--- config.mk ---
export PLATFORM = sky130hd
export DESIGN_NAME = knn_vote
export DESIGN_NICKNAME = d
export VERILOG_FILES = /design/src/rtl/knn_vote.sv
export SDC_FILE = /design/constraint.sdc
export NUM_CORES = 1
export LEC_CHECK = 0
export BUFFER_PORTS_ARGS = -buffer_cell sky130_fd_sc_hd__buf_4
export CAP_MARGIN = 0
export CORE_MARGIN = 3
export CORE_UTILIZATION = 40
export CTS_BUF_LIST = sky130_fd_sc_hd__clkbuf_8
export DETAILED_ROUTE_END_ITERATION = 8
export GPL_TIMING_DRIVEN = 1
export SLEW_MARGIN = 10
export SYNTH_ARGS = -nofsm -noshare
export SYNTH_HDL_FRONTEND = slang
export SYNTH_SLANG_ARGS = --single-unit
--- constraint.sdc ---
create_clock -name clk -period 3.2 [get_ports clk]
set_clock_uncertainty 0.05 [all_clocks]
set_input_delay 0.16 -clock clk [delete_from_list [all_inputs] [get_ports clk]]
set_output_delay 0.16 -clock clk [all_outputs]
set_load 0.02 [all_outputs]
--- src/rtl/knn_vote.sv ---
// Majority-vote reader for a k-nearest-neighbour list: walks knn_id over the
// list, histograms the returned labels and reports the most frequent class.
module knn_vote #(
    parameter int NBR_KNN = 10,
    parameter int CLASS_W = 2
) (
    input  logic       clk,
    input  logic       rst,
    input  logic       start,
    output logic [3:0] knn_id,
    input  logic [7:0] knn_info,
    output logic       busy,
    output logic       done,
    output logic [7:0] label,
    output logic [3:0] votes,
    output logic [2:0] state_dbg
);

    localparam int NBR_CLASS = 1 << CLASS_W;

    typedef enum logic [2:0] {IDLE, CLEAR, READ, SCAN, DONE} state_t;

    state_t state, state_nx;

    logic [3:0]         hist [NBR_CLASS];
    logic [CLASS_W-1:0] scan_idx;
    logic [CLASS_W-1:0] best_label, cand_label;
    logic [3:0]         best_votes, cand_votes;
    logic               last_read, last_scan;
    logic               unused_info;

    assign last_read   = (knn_id == 4'(NBR_KNN - 1));
    assign last_scan   = (scan_idx == CLASS_W'(NBR_CLASS - 1));
    assign unused_info = ^knn_info[7:CLASS_W];

    assign busy      = (state == CLEAR) || (state == READ) || (state == SCAN);
    assign done      = (state == DONE);
    assign state_dbg = state;

    // Strictly-greater replacement keeps the lowest class index on a tie.
    always_comb begin
        cand_label = best_label;
        cand_votes = best_votes;
        if (hist[scan_idx] > best_votes) begin
            cand_label = scan_idx;
            cand_votes = hist[scan_idx];
        end
    end

    always_ff @(posedge clk) begin
        if (rst) state <= IDLE;
        else     state <= state_nx;
    end

    always_comb begin
        state_nx = state;
        case (state)
            IDLE:    if (start) state_nx = CLEAR;
            CLEAR:   state_nx = READ;
            READ:    if (last_read) state_nx = SCAN;
            SCAN:    if (last_scan) state_nx = DONE;
            DONE:    state_nx = IDLE;
            default: state_nx = IDLE;
        endcase
    end

    always_ff @(posedge clk) begin
        if (rst) begin
            knn_id     <= '0;
            scan_idx   <= '0;
            best_label <= '0;
            best_votes <= '0;
            label      <= '0;
            votes      <= '0;
            for (int i = 0; i < NBR_CLASS; i++) hist[i] <= '0;
        end else begin
            case (state)
                CLEAR: begin
                    knn_id     <= '0;
                    scan_idx   <= '0;
                    best_label <= '0;
                    best_votes <= '0;
                    for (int i = 0; i < NBR_CLASS; i++) hist[i] <= '0;
                end
                READ: begin
                    hist[knn_info[CLASS_W-1:0]] <= hist[knn_info[CLASS_W-1:0]] + 4'd1;
                    knn_id   <= last_read ? 4'd0 : knn_id + 4'd1;
                    scan_idx <= '0;
                end
                SCAN: begin
                    best_label <= cand_label;
                    best_votes <= cand_votes;
                    scan_idx   <= scan_idx + 1'b1;
                    // Results land on the edge into DONE so they are valid with done.
                    if (last_scan) begin
                        label <= 8'(cand_label);
                        votes <= cand_votes;
                    end
                end
                default: knn_id <= '0;
            endcase
        end
    end

endmodule
==> flow_summary.json <==
{
  "status": "finished, final reports clean",
  "first_iter_violations": 78,
  "cts_tree": "yes",
  "synthCells": 192,
  "antenna_left": 0,
  "clock-sinks": 39,
  "rows": 25,
  "cts-htree-levels": 2,
  "grt_start_max_net_pins": 15,
  "io_buffers": 19,
  "async_reset_ff_frac": 0,
  "die_x_um": 77.5,
  "finalCriticalPeriod_ns": 2.59,
  "gp_congestion": 0.816,
  "diodes": 0,
  "reg2reg_to": "best_votes[1]",
  "r2r_setup_slack_ns": 0.61,
  "period_share": 0.811,
  "hold_viol_final": 0,
  "worstSetupPathType": "reg -> reg",
  "cts_buffer_depth": 2,
  "cts-root-buf": "clkbuf_8",
  "die_area_um2": 6000,
  "cp.buffers_inverters": 0,
  "ys_warn_count": 0,
  "r2r_cells": 6,
  "cp-start-kind": "flop",
  "gr-total-overflow": 0,
  "synthDistinctLibCells": 44,
  "yosysTopAreaCell": "edfxtp_1",
  "grt_pass1_wl_um": 6760,
  "power_leakage_nw": 0.861,
  "synth_top_flop_cell": "dfxtp_1",
  "crit_fanout": 7,
  "relSlewSlack": 0.650,
  "track_usage": 0.142,
  "drv_slew": 0,
  "hold_depth": 2,
  "stdcell_area_um2": 2290,
  "placed_cell_area_um2": 2180,
  "finalSetupTns_ns": 0,
  "initial_utilization": 0.424,
  "clk_pin_slew_ns": 0.08,
  "fp.dieH_um": 77.5,
  "numCtsBuffers": 5,
  "crit_family": "compound AO/OA/AOI/OAI gates",
  "worstSkewPairLatency_ns": 0.29,
  "ir_drop_mv": 0.337,
  "seq_area_frac_synth": 0.461,
  "fillCellCount": 472,
  "grt_pass1_vias": 1363,
  "cp-end-kind": "flop",
  "syn_area_per_cell_um2": 10.6,
  "tightest_slew_ns": 0.521,
  "drv_cap": 0,
  "final_cell_mix": "28 x nor2_1, 23 x dfxtp_1, 19 x buf_4",
  "netlist_area_um2": 2040,
  "drc": 0,
  "dpl.hpwl_um": 3020,
  "io_pins": 32,
  "crit_slowest_cell": "mux4_2",
  "vias_per_cell": 5.15,
  "hold_class": "in -> reg",
  "layout_commonest_cell": "nor2_1",
  "yosys-top-cells-area": "edfxtp_1 24%, dfxtp_1 23%, mux4_2 8.8%, nor2_1 5.1%, ha_1 4.9%",
  "min_to": "knn_id[2]",
  "utilization": 0.475,
  "ys_seq_elements": 39,
  "post_drt_wl_per_cell_um": 14.6,
  "cts_hold_buf": 0,
  "layout.nets": 226,
  "powerDensity_nw_per_um2": 608,
  "wl_um": 4020,
  "via_count": 1415,
  "slowest_delay_ns": 0.59,
  "critPathRequiredTime_ns": 3.38,
  "hp-start": "rst",
  "cts_resized": 0,
  "fp.coreArea_um2": 4820,
  "layout-drive-gt1-share": 0.207,
  "antenna_found_initial": 0,
  "path_cells": "mux4_2, ha_1, nor2b_1, o311ai_2, o31a_1, a22o_1",
  "cp.arrival_ns": 2.77,
  "cts_setup_buffers": 0,
  "dr.pass1.iters": 4,
  "syn2layout_area_growth_pct": 11.9,
  "synth_edf_count": 16,
  "max_freq_mhz": 385,
  "yosysTopAreaCellShare": 0.235,
  "rsz0062_at_grt": "false",
  "setup-violations-final": 0
}
## flip-flops by register name (all words and copies together) (netlist names), named ones only
register    count
best_label      2
best_votes      4
hist           16
knn_id          4
label           2
scan_idx        2
state_dbg       3
votes           4
## stage by stage
step,instances,total power (W),hold slack (ns),worst slack [ns]
2_1_floorplan,197,0.000904,0.182,0.710
3_3_place_gp,267,0.000996,0.401,0.637
3_5_place_dp,267,0.00100,0.400,0.597
4_1_cts,275,0.00140,0.0957,0.576
5_1_grt,275,0.00146,0.113,0.355
6_report,275,0.00139,0.0997,0.606
## layout make-up
cell class	count	area, um2	area share
clock buffers	5	68.8	0.0301
clock inverters	3	38.8	0.0170
inverters	10	37.5	0.0164
multi-input cells	132	973	0.426
flip-flops and latches	39	941	0.412
well taps	67	83.8	0.0367
repair buffers	19	143	0.0624
## power breakdown
group | internal [W] | total (W) | switching [W]
logic | 0.000144 | 0.000360 | 0.000216
registers | 0.000576 | 0.000628 | 0.0000526
clock network | 0.000228 | 0.000401 | 0.000172
## how the worst max path moves through the flow
stage	startpoint	to	slack (ns)	depth (start not counted)
after global placement	flop	best_votes[2]	0.64	6
after floorplan	flop	best_label[0]	0.71	7
after CTS	flop	best_votes[1]	0.58	6
after global routing	flop	votes[0]	0.36	6
after detailed placement	flop	best_votes[1]	0.60	6
final	flop	best_votes[1]	0.61	6
## cell usage after synthesis (3+ instances only)
master / instances
or3_1: 3
edfxtp_1: 16
dfxtp_1: 23
nand2_1: 12
nor2_1: 28
nand3_1: 8
buf_4: 8
and2_1: 3
a22o_1: 6
mux4_2: 8
inv_1: 10
o21ai_0: 10
buf_2: 4
a21oi_1: 5
a311oi_1: 6
ha_1: 8
## logic make-up (layout without fill, tap and decap cells)
family / Yosys count / in the layout / synth area share
compound gates: 35 / 35 / 0.132
xor+xnor: 2 / 2 / 0.0123
fa+ha+maj: 8 / 8 / 0.0490
buf+inv: 26 / 37 / 0.0723
flops: 39 / 39 / 0.461
mux: 8 / 8 / 0.0882
other cells: 1 / 6 / 0.00184
simple gates: 73 / 73 / 0.184
## routing by layer
| layer | wire, um | track usage |
|---|---|---|
| met1 | 1910 | 0.186 |
| met2 | 1910 | 0.225 |
| met3 | 119 | 0.0325 |
| met4 | 78 | 0.0569 |
| met5 | 0 | 0 |
No activity file was read; power rests on OpenSTA's default activity.
